--- src/rtl/line_frame_padder.sv ---
// Conforms a pixel stream to H_DISP x V_DISP: pads short lines, crops long ones, synthesises missing lines.
// All outputs registered with 1-cycle latency; no backpressure, one input pixel is consumed every cycle.
module line_frame_padder #(
  parameter int DW     = 24,
  parameter int H_DISP = 1280,
  parameter int V_DISP = 720,
  parameter int H_GAP  = 16
) (
  input  logic                      pre_clk,
  input  logic                      rst,
  input  logic                      EN,
  input  logic                      vpad_en,
  input  logic [1:0]                mode,
  input  logic [DW-1:0]             color,
  input  logic                      err_clr,
  input  logic                      pre_vs,
  input  logic                      pre_de,
  input  logic [DW-1:0]             pre_data,
  output logic                      post_clk,
  output logic                      post_vs,
  output logic                      post_de,
  output logic [DW-1:0]             post_data,
  output logic [$clog2(V_DISP+1):0] lines_in,
  output logic                      err_long,
  output logic                      err_overlap,
  output logic                      err_vdrop
);

  localparam int XW = $clog2(H_DISP + 1);
  localparam int YW = $clog2(V_DISP + 1);
  localparam int LW = YW + 1;
  localparam int GW = $clog2(H_GAP + 1);
  localparam logic [XW-1:0] X_MAX  = XW'(H_DISP);
  localparam logic [XW-1:0] X_LAST = XW'(H_DISP - 1);
  localparam logic [YW-1:0] Y_MAX  = YW'(V_DISP);
  localparam logic [GW-1:0] G_LAST = GW'(H_GAP - 1);
  localparam logic [LW-1:0] L_SAT  = '1;

  typedef enum logic [2:0] {IDLE, RECV, HFILL, VFILL_LINE, VFILL_GAP} state_t;

  state_t        state;
  logic [XW-1:0] x_cnt;
  logic [YW-1:0] y_cnt;
  logic [YW-1:0] remaining;
  logic [GW-1:0] gap_cnt;
  logic [LW-1:0] in_cnt;
  logic          pre_vs_d;

  logic [DW-1:0] fill;
  logic          vs_rise;
  logic          in_line;
  logic [YW-1:0] y_inc;
  logic [YW-1:0] y_end;
  logic [LW-1:0] in_inc;
  logic [LW-1:0] in_end;
  logic          vfill_go;

  assign post_clk = pre_clk;

  always_comb begin
    case (mode)
      2'b10:   fill = '1;
      2'b11:   fill = color;
      default: fill = '0;
    endcase
  end

  // A vsync edge inside a line closes that line, so it is counted before the frame decision.
  assign vs_rise  = pre_vs & ~pre_vs_d;
  assign in_line  = (state == RECV) || (state == HFILL);
  assign y_inc    = (y_cnt == Y_MAX) ? y_cnt : y_cnt + 1'b1;
  assign in_inc   = (in_cnt == L_SAT) ? in_cnt : in_cnt + 1'b1;
  assign y_end    = in_line ? y_inc : y_cnt;
  assign in_end   = in_line ? in_inc : in_cnt;
  assign vfill_go = vpad_en && (y_end != '0) && (y_end < Y_MAX);

  always_ff @(posedge pre_clk or posedge rst) begin
    if (rst) begin
      state       <= IDLE;
      x_cnt       <= '0;
      y_cnt       <= '0;
      remaining   <= '0;
      gap_cnt     <= '0;
      in_cnt      <= '0;
      pre_vs_d    <= 1'b0;
      post_vs     <= 1'b0;
      post_de     <= 1'b0;
      post_data   <= '0;
      lines_in    <= '0;
      err_long    <= 1'b0;
      err_overlap <= 1'b0;
      err_vdrop   <= 1'b0;
    end else begin
      pre_vs_d <= pre_vs;
      if (err_clr) begin
        err_long    <= 1'b0;
        err_overlap <= 1'b0;
        err_vdrop   <= 1'b0;
      end
      if (!EN) begin
        state     <= IDLE;
        x_cnt     <= '0;
        y_cnt     <= '0;
        remaining <= '0;
        gap_cnt   <= '0;
        in_cnt    <= '0;
        post_vs   <= pre_vs;
        post_de   <= pre_de;
        post_data <= pre_data;
      end else if (vs_rise && (state == IDLE || in_line)) begin
        lines_in  <= in_end;
        in_cnt    <= '0;
        x_cnt     <= '0;
        gap_cnt   <= '0;
        post_de   <= 1'b0;
        post_data <= '0;
        if (vfill_go) begin
          state     <= VFILL_LINE;
          remaining <= Y_MAX - y_end;
          y_cnt     <= y_end;
          post_vs   <= 1'b0;
        end else begin
          state   <= IDLE;
          y_cnt   <= '0;
          post_vs <= pre_vs;
        end
      end else begin
        case (state)
          IDLE: begin
            post_vs <= pre_vs;
            if (pre_de) begin
              post_de   <= 1'b1;
              post_data <= pre_data;
              x_cnt     <= XW'(1);
              state     <= RECV;
            end else begin
              post_de   <= 1'b0;
              post_data <= '0;
            end
          end
          RECV: begin
            post_vs <= pre_vs;
            if (pre_de) begin
              if (x_cnt < X_MAX) begin
                post_de   <= 1'b1;
                post_data <= pre_data;
                x_cnt     <= x_cnt + 1'b1;
              end else begin
                post_de   <= 1'b0;
                post_data <= '0;
                err_long  <= 1'b1;
              end
            end else if (x_cnt < X_MAX) begin
              post_de   <= 1'b1;
              post_data <= fill;
              if (x_cnt == X_LAST) begin
                state  <= IDLE;
                x_cnt  <= '0;
                y_cnt  <= y_inc;
                in_cnt <= in_inc;
              end else begin
                state <= HFILL;
                x_cnt <= x_cnt + 1'b1;
              end
            end else begin
              post_de   <= 1'b0;
              post_data <= '0;
              state     <= IDLE;
              x_cnt     <= '0;
              y_cnt     <= y_inc;
              in_cnt    <= in_inc;
            end
          end
          HFILL: begin
            post_vs <= pre_vs;
            post_de <= 1'b1;
            if (pre_de) begin
              post_data   <= pre_data;
              x_cnt       <= XW'(1);
              y_cnt       <= y_inc;
              in_cnt      <= in_inc;
              err_overlap <= 1'b1;
              state       <= RECV;
            end else begin
              post_data <= fill;
              if (x_cnt == X_LAST) begin
                state  <= IDLE;
                x_cnt  <= '0;
                y_cnt  <= y_inc;
                in_cnt <= in_inc;
              end else begin
                x_cnt <= x_cnt + 1'b1;
              end
            end
          end
          VFILL_LINE: begin
            post_vs   <= 1'b0;
            post_de   <= 1'b1;
            post_data <= fill;
            if (pre_de) err_vdrop <= 1'b1;
            if (x_cnt == X_LAST) begin
              state   <= VFILL_GAP;
              x_cnt   <= '0;
              gap_cnt <= '0;
            end else begin
              x_cnt <= x_cnt + 1'b1;
            end
          end
          VFILL_GAP: begin
            post_vs   <= 1'b0;
            post_de   <= 1'b0;
            post_data <= '0;
            if (pre_de) err_vdrop <= 1'b1;
            if (gap_cnt == G_LAST) begin
              gap_cnt   <= '0;
              remaining <= remaining - 1'b1;
              if (remaining == YW'(1)) begin
                state <= IDLE;
                y_cnt <= '0;
              end else begin
                state <= VFILL_LINE;
              end
            end else begin
              gap_cnt <= gap_cnt + 1'b1;
            end
          end
          default: state <= IDLE;
        endcase
      end
    end
  end

endmodule

--- config.mk ---
export PLATFORM = sky130hd
export DESIGN_NAME = line_frame_padder
export DESIGN_NICKNAME = d
export VERILOG_FILES = /design/src/rtl/line_frame_padder.sv
export SDC_FILE = /design/constraint.sdc
export NUM_CORES = 1
export LEC_CHECK = 0
export ABC_CLOCK_PERIOD_IN_PS = 5600
export BUFFER_PORTS_ARGS = -buffer_cell sky130_fd_sc_hd__buf_2
export CAP_MARGIN = 20
export CORE_ASPECT_RATIO = 0.8
export CORE_MARGIN = 10
export CORE_UTILIZATION = 64
export CTS_BUF_LIST = sky130_fd_sc_hd__clkbuf_8
export CTS_CLUSTER_SIZE = 14
export DETAILED_ROUTE_END_ITERATION = 8
export PLACE_DENSITY = 0.93
export REMOVE_ABC_BUFFERS = 1
export SYNTH_ARGS = -nofsm -noshare
export SYNTH_HDL_FRONTEND = slang
export SYNTH_SLANG_ARGS = --single-unit
--- constraint.sdc ---
create_clock -name pre_clk -period 5.6 [get_ports pre_clk]
set_input_delay 0.28 -clock pre_clk [delete_from_list [all_inputs] [get_ports pre_clk]]
set_output_delay 0.28 -clock pre_clk [all_outputs]
set_load 0.005 [all_outputs]
Yosys cells after proc, flatten, opt, wreduce, memory -nomap -nowiden
Index checks and enable logic that the tools add are counted.

Bits in registers: 91. Bits of input ports: 57. Output and inout bits: 41. Logic and storage cells: 156.

Add/sub/neg operators: 6. Order comparisons: 2. Equal/unequal tests: 28. Mux-type cells: 87. Bitwise gates (word level): 2. Reduce and logical (&&, ||, !) cells: 17.

Operators with widths (count): 11-bit 2-to-1 mux (16); 24-bit 2-to-1 mux (7); 10-bit 2-to-1 mux (16); 24-bit one-hot mux with 5 select lines (1); 24-bit one-hot mux with 2 select lines (1); 11-bit one-hot mux with 4 select lines (1); 10-bit one-hot mux with 3 select lines (1); 3-bit 2-to-1 mux (9); 1-bit 2-to-1 mux (23); 11-bit by 1-bit adder with 11-bit output, second input constant (2); 11-bit equality test, second input constant (2); 11-bit one-hot mux with 2 select lines (1); 5-bit 2-to-1 mux (4); 3-bit one-hot mux with 5 select lines (1); 4-bit by 3-bit inequality test with 1-bit output, second input constant (3); 4-bit inequality test, second input constant (3); 11-bit < comparator, second input constant (1); 10-bit by 1-bit adder with 10-bit output, second input constant (1); 10-bit by 1-bit equality test with 1-bit output, second input constant (1); 10-bit equality test, second input constant (1); 10-bit < comparator, second input constant (1); 5-bit by 3-bit inequality test with 1-bit output, second input constant (2); 5-bit one-hot mux with 2 select lines (1); 10-bit nonzero test (1); 29 further kinds (42).

Logic depth before layout (Yosys ltp)
Depth in word-level cells: 9. Mapped depth: 13. Mapped depth without buffers: 11.

==> qor.yml <==
status: "finished clean"
switching_share_pct: 41.1
overflow: 0
antenna_found_initial: 0
hpwl_mm: 12.9
start_util_pct: 65.3
slew_headroom_pct: 29.3
setup_viol: 0
dr.max_layer_used: "met4"
core_um2: 9570
power_density_nw_per_um2: 343
end_kind: "flop"
layout-drive-gt1-share_pct: 19.1
yosysSeqAreaShare_pct: 36.5
worst_slew_pin_slew_ps: 1060
async_flop_share_pct: 100
worstSetupPathType: "flop to flop"
synth_area_leaders: "dfrtp_1 36%, o21ai_0 6.3%, nand2_1 4.9%"
cap_violations: 0
ant_nets: 0
rows: 32
clkPwrFrac_pct: 24.2
switchingPower_w: 0.000980
grt_pass1_wl_mm: 28.9
fin_crit_ps: 3630
cp-start-kind: "flop"
synth.most_common_cell: "dfrtp_1"
num-nets-final: 882
die_w_um: 130
crit_start: "state[2]"
num_antenna_cells: 0
synth_top_area_share_pct: 36.5
intPower_w: 0.00141
grt_max_degree: 67
cts_hold_buf: 3
drc_errors: 0
io_pins: 98
ys_top_cells_by_count: "91 x dfrtp_1, 82 x nand2_1, 78 x o21ai_0, 58 x a21oi_1, 52 x nor2_1"
synth_edf_count: 0
rsz0062_at_grt: "no"
clock_latency_ps: 490
wl_met1_mm: 7.07
yosysTopAreaCell: "dfrtp_1"
final_hold_viol_count: 0
dpl_cell_area_um2: 6660
finalCritPeriodShare_pct: 64.8
post_cts_resized: 0
track_usage_pct: 25.2
hold_class: "primary input to flop"
wirelength_mm: 18.1
die-area_um2: 14100
cts_tree: "built"
fmax_mhz: 275
tns_ps: 0
die_y_um: 108
via_per_inst: 6.56
num_vias: 6176
path_clk_slew_ps: 90
syn_avg_cell_area_um2: 8.35
final.setup_skew_ps: 12.1
crit_fanout: 29
synth_ff_type: "dfrtp_1"
synthCells: 748
synth_area_um2: 6240
r2r_start: "state[2]"
ir_drop_mv: 0.256
grt_pass1_vias: 5846
leakage_nw: 3.09
routedWlPerCell_um: 19.2
wl_met2_mm: 8.71
first_pass_iters: 6
syn2layout_area_growth_pct: 11.5
wl_met3_mm: 1.86
worstHoldStart: "pre_data[6]"
synth.distinct_cells: 76
cp.arrival_ps: 3990
ys_ff_latch: 91
drtIter0Drc: 762
required_ps: 5960
port-buffer-count: 97
yosys_warnings: 0
drv_slew: 0
stdcell_area_um2: 6960
combPwrFrac_pct: 40.1
gp_congestion: 0.936
seqPwrFrac_pct: 35.7
post_cts_buffers: 0
-- metal layers --
metal,global-route usage [%],up-vias
li1,-,2853
met1,31.9,2885
met2,39.7,377
met3,7.44,61
met4,10.5,0
met5,0,-
-- final cells by class --
cell class / count / area (um2)
multi-input cells: 568 / 3570
clock inverters: 6 / 88.8
repair buffers: 104 / 548
inverters: 39 / 148
fillers: 687 / 2610
clock buffers: 14 / 184
flip-flops and latches: 91 / 2280
well taps: 119 / 149
-- registers in the layout (all words and copies together), names as in the netlist --
signal       count
err_long         1
post_vs          1
post_de          1
y_cnt           10
remaining       10
err_overlap      1
post_data       24
x_cnt           11
in_cnt          11
gap_cnt          5
state            3
err_vdrop        1
pre_vs_d         1
lines_in        11
-- stage by stage --
| step | util, % | hold slack (ps) | total power, W | setup slack [ps] | cells |
|---|---|---|---|---|---|
| finish | 72.8 | 87.9 | 0.00239 | 1970 | 941 |
| global placement | 69.6 | 291 | 0.00176 | 2210 | 918 |
| CTS | 72.7 | 81.7 | 0.00237 | 1930 | 940 |
| floorplan | - | 280 | 0.00150 | 2190 | 698 |
| detailed placement | 69.6 | 298 | 0.00179 | 1930 | 918 |
| global route | 72.8 | 94.9 | 0.00252 | 1610 | 941 |
-- kinds of logic (layout without fill, tap and decap cells) --
kind of cell,after synthesis,in the layout,share of synthesized area [%]
adder cells (fa/ha/maj),8,8,1.60
flip-flops,91,91,36.5
XOR/XNOR,27,27,4.33
AND/OR/NAND/NOR,267,267,22.4
buffers and inverters,89,163,6.37
AO/OA/AOI/OAI,256,256,27.1
multiplexers,10,10,1.70
-- layout by cell type, fill, tap and decap left out, drive strengths merged, types with 3 or more instances in the layout --
cell         count
a31oi            5
clkbuf          14
nor2            53
nand3           24
clkinv           3
o221ai          14
o31a             3
o21a            16
nor4             9
a22oi           17
mux2             5
nand4            8
a311oi           6
nand2           82
dfrtp           91
or2              3
xor2            13
a211oi           6
or3              8
mux2i            5
a21oi           59
o21ai           86
o211ai           9
nor3b            3
a32o             3
nand2b          20
buf            101
a21o             3
o31ai            6
nor3            19
inv             39
and3            16
o32ai            3
nor2b            7
dlygate4sd3      3
ha               8
xnor2           14
and2             7
-- worst paths after layout --
path / endpoint / slack (ps) / cells after the start
worst min-delay path: post_data[6] / 90 / 3
worst max-delay path: remaining[3] / 1970 / 6
worst min register to register: post_de / 470 / 2
max in group asynchronous: x_cnt[6] / 4080 / 4
min in group asynchronous: in_cnt[9] / 330 / 3
worst max register to register: remaining[3] / 1970 / 6
-- power groups by stage --
| stage | Combinational (W) | Clock, W | Sequential [W] |
|---|---|---|---|
| after floorplan | 0.000661 | 0 | 0.000839 |
| after global placement | 0.000901 | 0.00000776 | 0.000851 |
| after CTS | 0.000936 | 0.000586 | 0.000846 |
| final | 0.000957 | 0.000577 | 0.000851 |
| after detailed placement | 0.000928 | 0.00000776 | 0.000858 |
| after global routing | 0.00105 | 0.000610 | 0.000866 |
-- worst max-delay path, stage by stage (launching register included) --
cell and delay (ps):
dfrtp_1 780, nor2_1 280, and3_1 730, nand2_1 690
a21oi_4 460, or2_1 440, o21ai_2 110
Note: power is estimated with default switching activity, not from simulation.
